==> src/rtl/melody_sequencer.sv <==
`default_nettype none
// ==========================================================================
// melody_sequencer: walks a 16-entry note ROM, emitting half-period + gate.
// Optional macro MELODY_LOOP_EN: loop at the end marker. Rev 1.0
// ==========================================================================
module melody_sequencer #(
   parameter int TICK_DIV = 500000,
   parameter int GAP_CYC  = 500000,
   parameter int PERIOD_W = 18
) (
   input  logic                iCLK,
   input  logic                iRST_N,
   input  logic                iSTART,
   input  logic                iSTOP,
   output logic [PERIOD_W-1:0] oPERIOD,
   output logic                oGATE,
   output logic                oBUSY,
   output logic                oDONE,
   output logic [3:0]          oNOTE_IDX
);

   localparam int c_PRE_W = (TICK_DIV > 1) ? $clog2(TICK_DIV) : 1;
   localparam int c_GAP_W = $clog2(GAP_CYC + 1);
   localparam logic [c_PRE_W-1:0] c_PRE_LAST = c_PRE_W'(TICK_DIV - 1);
   localparam logic [c_GAP_W-1:0] c_GAP_LAST = c_GAP_W'(GAP_CYC - 1);

   typedef enum logic [2:0] {
      S_IDLE = 3'd0,
      S_LOAD = 3'd1,
      S_PLAY = 3'd2,
      S_GAP  = 3'd3,
      S_DONE = 3'd4
   } state_t;

   state_t                r_state, w_state_nxt;
   logic [3:0]            r_idx, w_idx_nxt;
   logic [PERIOD_W-1:0]   r_period, w_period_nxt;
   logic                  r_gate, w_gate_nxt;
   logic                  r_busy, w_busy_nxt;
   logic                  r_done, w_done_nxt;
   logic [7:0]            r_dur, w_dur_nxt;
   logic [c_PRE_W-1:0]    r_pre, w_pre_nxt;
   logic [c_GAP_W-1:0]    r_gap, w_gap_nxt;
   logic [PERIOD_W-1:0]   w_rom_period;
   logic [7:0]            w_rom_dur;

   // Entries 4..15 are end markers (dur = 0).
   always_comb begin
      w_rom_period = '0;
      w_rom_dur    = 8'd0;
      case (r_idx)
         4'd0: begin w_rom_period = PERIOD_W'(18'd95556); w_rom_dur = 8'd2; end
         4'd1: begin w_rom_period = '0;                   w_rom_dur = 8'd1; end
         4'd2: begin w_rom_period = PERIOD_W'(18'd75843); w_rom_dur = 8'd3; end
         4'd3: begin w_rom_period = PERIOD_W'(18'd63776); w_rom_dur = 8'd2; end
         default: ;
      endcase
   end

   always_ff @(posedge iCLK or negedge iRST_N) begin
      if (!iRST_N) begin
         r_state  <= S_IDLE;
         r_idx    <= 4'd0;
         r_period <= '0;
         r_gate   <= 1'b0;
         r_busy   <= 1'b0;
         r_done   <= 1'b0;
         r_dur    <= 8'd0;
         r_pre    <= '0;
         r_gap    <= '0;
      end else begin
         r_state  <= w_state_nxt;
         r_idx    <= w_idx_nxt;
         r_period <= w_period_nxt;
         r_gate   <= w_gate_nxt;
         r_busy   <= w_busy_nxt;
         r_done   <= w_done_nxt;
         r_dur    <= w_dur_nxt;
         r_pre    <= w_pre_nxt;
         r_gap    <= w_gap_nxt;
      end
   end

   always_comb begin
      w_state_nxt  = r_state;
      w_idx_nxt    = r_idx;
      w_period_nxt = r_period;
      w_gate_nxt   = r_gate;
      w_done_nxt   = 1'b0;
      w_dur_nxt    = r_dur;
      w_pre_nxt    = r_pre;
      w_gap_nxt    = r_gap;
      case (r_state)
         S_IDLE: begin
            if (iSTART) begin
               w_idx_nxt   = 4'd0;
               w_state_nxt = S_LOAD;
            end
         end
         S_LOAD: begin
            if (w_rom_dur == 8'd0) begin
`ifdef MELODY_LOOP_EN
               w_idx_nxt    = 4'd0;
`else
               w_state_nxt  = S_DONE;
               w_period_nxt = '0;
               w_gate_nxt   = 1'b0;
               w_done_nxt   = 1'b1;
`endif
            end else begin
               w_period_nxt = w_rom_period;
               w_gate_nxt   = |w_rom_period;
               w_dur_nxt    = w_rom_dur;
               w_pre_nxt    = '0;
               w_state_nxt  = S_PLAY;
            end
         end
         S_PLAY: begin
            if (r_pre == c_PRE_LAST) begin
               w_pre_nxt = '0;
               w_dur_nxt = r_dur - 8'd1;
               if (r_dur == 8'd1) begin
                  w_state_nxt = S_GAP;
                  w_gate_nxt  = 1'b0;
                  w_gap_nxt   = '0;
               end
            end else begin
               w_pre_nxt = r_pre + c_PRE_W'(1);
            end
         end
         S_GAP: begin
            if (r_gap == c_GAP_LAST) begin
               w_idx_nxt   = r_idx + 4'd1;
               w_state_nxt = S_LOAD;
            end else begin
               w_gap_nxt = r_gap + c_GAP_W'(1);
            end
         end
         S_DONE:  w_state_nxt = S_IDLE;
         default: w_state_nxt = S_IDLE;
      endcase
      // Abort wins over everything, including a start in IDLE.
      if (iSTOP) begin
         w_state_nxt  = S_IDLE;
         w_idx_nxt    = r_idx;
         w_period_nxt = '0;
         w_gate_nxt   = 1'b0;
         w_done_nxt   = 1'b0;
      end
      w_busy_nxt = (w_state_nxt == S_LOAD) || (w_state_nxt == S_PLAY) ||
                   (w_state_nxt == S_GAP);
   end

   assign oPERIOD   = r_period;
   assign oGATE     = r_gate;
   assign oBUSY     = r_busy;
   assign oDONE     = r_done;
   assign oNOTE_IDX = r_idx;

endmodule
`default_nettype wire

==> config.mk <==
export PLATFORM = sky130hd
export DESIGN_NAME = melody_sequencer
export DESIGN_NICKNAME = d
export VERILOG_FILES = /design/src/rtl/melody_sequencer.sv
export SDC_FILE = /design/constraint.sdc
export NUM_CORES = 1
export LEC_CHECK = 0
export CAP_MARGIN = 40
export CORE_UTILIZATION = 60
export CTS_CLUSTER_DIAMETER = 50
export CTS_CLUSTER_SIZE = 10
export DETAILED_ROUTE_END_ITERATION = 16
export HOLD_SLACK_MARGIN = 0.06
export PLACE_DENSITY = 0.83
export SYNTH_ARGS = -nofsm -noshare
export SYNTH_HDL_FRONTEND = slang
export SYNTH_SLANG_ARGS = --single-unit
==> constraint.sdc <==
create_clock -name iCLK -period 4.8 [get_ports iCLK]
set_input_delay 0.72 -clock iCLK [delete_from_list [all_inputs] [get_ports iCLK]]
set_output_delay 0.72 -clock iCLK [all_outputs]
set_load 0.05 [all_outputs]
# Word-level counts from Yosys, hierarchy flattened
# Cells that the tools add are included.
# Widths: inputs -> output; s select.
# totals
ff_bits	74
latch_bits	0
mem_bits_rw	0
rom_bits	0
input_bits	4
out_inout_bits	25
wordCells	84
mem_count	0
# classes
add_sub_neg	4
n_mul	0
div	0
n_lt_le_gt_ge	0
eq_ne	20
shift	0
n_mux	33
bitwise	1
reduce_logical	17
# op_table
op	count
$mux 19	5
$pmux 19 s2	2
$mux 18	3
$pmux 17 s3	1
$add 19x1->19 const B	2
$eq 19x19->1 const B	2
$mux 3	6
$reduce_or 18->1	1
$mux 8	2
$pmux 8 s2	1
$eq 3x2->1 const B	4
$ne 2x2->1 const B	6
$pmux 3 s4	1
$eq 4x2->1 const B	2
$eq 8x1->1 const B	1
$logic_not 8->1	1
$mux 4	2
$pmux 4 s2	1
$reduce_and 4->1	2
$reduce_bool 2->1	4
$sub 8x1->8 const B	1
$mux 1	7
$eq 3x1->1 const B	2
$ne 3x3->1 const B	2
12 further kinds	14

# Logic depth before layout (Yosys ltp)
# logic_depth
word_depth	10
ltp_mapped	8
ltp_nobuf	8

# Worst setup path before layout
# OpenSTA, ideal clock, no wires.
# synth_timing
path_kind	reg-to-reg
start	register r_idx[0], in the netlist oNOTE_IDX[0]
end	register r_dur[6]
setup_ns	0.136
arrival_time_ns	2.436
t_required_ns	4.664
setup_slack_ns	2.229
stages_incl_launch_ff	9
n_path_buf	0
synth_period_minus_slack_ns	2.571
cell_sequence	dfrtp_1 > inv_1 > ha_1 > nor4_1 > nor4_4 > nor2_1 > and4bb_2 > xnor2_1 > nor2_1
# synth_between
elab_chain_cells	6
word_cells_on_any_way	9
classes_between	4 x eq/ne; 1 x mux; 4 x reduce/logical
# synth_lines
item	line_no	text
from (decl)	36	logic [3:0] r_idx, w_idx_nxt;
from (signal assigned)	73	r_idx <= w_idx_nxt;
$eq 4x2->1 / $logic_not 4->1 (equally long branches)	51	case (r_idx)
$reduce_or 2->1 (no line)	-	
$pmux 2 s3 (*)	51	
$logic_not 8->1 (*)	101	if (w_rom_dur == 8'd0) begin
$ne 2x2->1 (no line) (*)	-	
$reduce_and 3->1 (no line) (*)	-	
to (signal assigned)	78	r_dur <= w_dur_nxt;
to (decl)	41	logic [7:0] r_dur, w_dur_nxt;
# Mark *: on every way between the ends. The rest lies on a longest branch, timed or not.
# A chain may end at the register's enable or synchronous reset.

# Worst setup path in the final report
# Same ends and word-level chain as after synthesis.

==> metrics.md <==
| Metric | Value |
|---|---|
| Cts-stage hold buffer count | 0 |
| Number of port buffers | 23 |
| Area leader, netlist | dfrtp_1 |
| Crit path capture type | register |
| Final Cycle Share | 0.636 |
| Slew of the pin with the lowest slew margin | 0.882 ns |
| TritonRoute pass-1 iters | 5 |
| GRT Util Overall | 0.267 |
| Critical path startpoint category | register |
| Final worst slack | 1.75 ns |
| Worst r2r path cells | 8 |
| DR WL/cell | 15.8 µm |
| Die Y | 78.3 µm |
| Largest cells by area after synthesis | dfrtp_1 (45%), nand2_1 (4.7%), o21ai_0 (4.7%) |
| RD Place Congestion | 0.874 |
| Setup bufs post-CTS | 0 |
| Hold_sp | r_pre[16] |
| Iteration-0 DRC count of the detailed router | 174 |
| Die area | 6130 µm² |
| Final non-filler cell total | 483 |
| Clock buffer depth | 2 |
| Sequential area share after synthesis | 0.451 |
| Max_cap viols | 0 |
| Ys Warns | 0 |
| Critical Path Fanout Max | 15 |
| Die width | 78.3 µm |
| Worst r2r src | oNOTE_IDX[0] |
| Cells after synthesis | 389 |
| Cts repair resizes | 0 |
| Synth async-reset ratio | 1.00 |
| Nets | 418 |
| Mean Syn Cell Area | 8.98 µm² |
| Share of layout cells above drive strength 1 | 0.0852 |
| Worst setup startpoint | oNOTE_IDX[0] |
| DP Cell Count | 467 |
| Layout Utilization | 0.708 |
| Status | complete, no violations |
| Worst Hold Class | register to register |
| Root Buffer Master | clkbuf_8 |
| Max Slew Vio Count | 0 |
| ANT nets after route | 0 |
| Ant diodes | 0 |
| Antenna violations before repair | 0 |
| Routed Wire Length | 7630 µm |
| RSZ-0062 raised after global routing | false |
| Distinct cell type count after synthesis | 49 |
| Synth top area share | 0.451 |
| Worst-Skew Late Latency | 0.35 ns |
| Final hold vios | 0 |
| Post-Syn Area | 3490 µm² |
| Clock transition at path regs | 0.08 ns |
| H-tree Lvls | 3 |
| Hold depth | 1 |
| CP Data Required Time | 5.03 ns |
| Via count | 2968 |
| Sink Count | 63 |
| Fmax | 328 MHz |
| Place WS | 1.78 ns |
| Fillers | 425 |
| Post-synthesis sequential element count | 63 |
| Clock period minus worst slack | 3.05 ns |
| Core Box Area | 5570 µm² |
| Area growth, synth to finish | 13.0% |
| Starting density of the core | 0.626 |
| CTS tree | yes |
| Leak | 1.64 nW |
| Clk_skew | 0.0123 ns |
| DRC Markers | 0 |
| IO Pins | 29 |
| Hpwl dp | 5060 µm |
| Pwr per Cell Area | 390 nW/µm² |
| CTS buffer count | 9 |
| Final setup vio count | 0 |
| Worst rel slew slack | 0.410 |
| Arr. time, crit path | 3.28 ns |
| Number of enable flip-flop cells after synthesis | 0 |
| Largest net degree at the start of global routing | 64 |
| CP Class | register to register |
| Setup TNS | 0 ns |
| Routed vias/inst | 6.14 |
| Maximum VDD drop | 0.000336 V |
| Vias in the first global route | 2796 |
| Main synth FF type | dfrtp_1 |
| First-pass GRT wire length | 12800 µm |
| Rows | 27 |
| GRT overflow | 0 |
[where the power goes]
group          total, mW  switching [mW]  internal (mW)
Combinational      0.384           0.248          0.136
Clock              0.514           0.221          0.294
Sequential         0.642          0.0580          0.584
[sequential cells by signal (all words and copies together), names as in the netlist]
| name | count |
|---|---|
| oDONE | 1 |
| r_gap | 19 |
| r_state | 3 |
| oBUSY | 1 |
| oPERIOD | 7 |
| oGATE | 1 |
| oNOTE_IDX | 4 |
| r_pre | 19 |
| r_dur | 8 |
[synthesized netlist by cell type, drive strengths merged (3+ instances only)]
master,count
dfrtp,63
nand2,44
nor2,43
o21ai,38
nand3,19
buf,15
nor3,15
a21oi,12
clkbuf,11
inv,11
nand4,11
nor4,11
xnor2,11
xor2,11
o31ai,10
ha,8
a31oi,6
o41ai,5
o211ai,4
or3,4
and3,3
nand2b,3
nor2b,3
nor3b,3
[critical path, stage by stage (launching register included)]
cell and delay (ns):
dfrtp_1 0.45, inv_1 0.10, ha_1 0.27, nor4_1 0.75, nor4_4 0.12, nor2_1 0.72
and4bb_2 0.31, xnor2_1 0.14, nor2_1 0.05
[cell families after synthesis]
family          synth area share
buf+inv                   0.0530
compound gates             0.142
simple gates               0.268
other cells              0.00107
flops                      0.451
xor+xnor                  0.0552
fa+ha+maj                 0.0287
[worst paths after layout]
path / endpoint / slack, ns
max: r_dur[6] / 1.75
min reg2reg: r_pre[16] / 0.51
max in group asynchronous: r_dur[1] / 3.76
min: r_pre[16] / 0.51
min in group asynchronous: r_gap[5] / 0.52
max reg2reg: r_dur[6] / 1.75
[per-stage QoR]
stage | hold slack (ns) | power, mW | instance area, µm²
floorplan | 0.424 | 0.925 | 3510
detailed placement | 0.493 | 1.03 | 3720
CTS | 0.506 | 1.55 | 3950
finish | 0.511 | 1.54 | 3950
global placement | 0.494 | 1.02 | 3710
global route | 0.532 | 1.61 | 3950
[cells in the final DEF, fill, tap and decap left out, types with 5 or more instances in the layout]
cell	netlist	routed
nor2_1	43	43
o31ai_1	9	9
nand4_1	11	11
ha_1	8	8
nand3_1	19	19
conb_1	1	5
clkdlybuf4s50_1	0	22
nor4_1	9	9
clkbuf_8	0	9
o21ai_0	33	33
xor2_1	11	11
a31oi_1	6	6
nor3_1	14	14
inv_1	11	11
dfrtp_1	63	63
nand2_1	44	44
xnor2_1	11	11
a21oi_1	12	12
[per-layer routing]
metal,vias to the layer above,GRT usage,share of wire
li1,1411,-,-
met1,1455,0.352,0.46
met2,88,0.426,0.49
met3,14,0.0709,0.042
met4,0,0.0926,0.014
met5,-,0,0
[final cells by class]
class                           instances  area, µm²  area share
Clock buffer                            9        124      0.0314
Tap cell                               72       90.1      0.0228
Timing Repair Buffer                   28        260      0.0660
Multi-Input combinational cell        293       1760       0.445
Inverter                               11       41.3      0.0105
Sequential cell                        63       1580       0.400
Clock inverter                          7       96.3      0.0244
No activity file was read; power rests on OpenSTA's default activity.
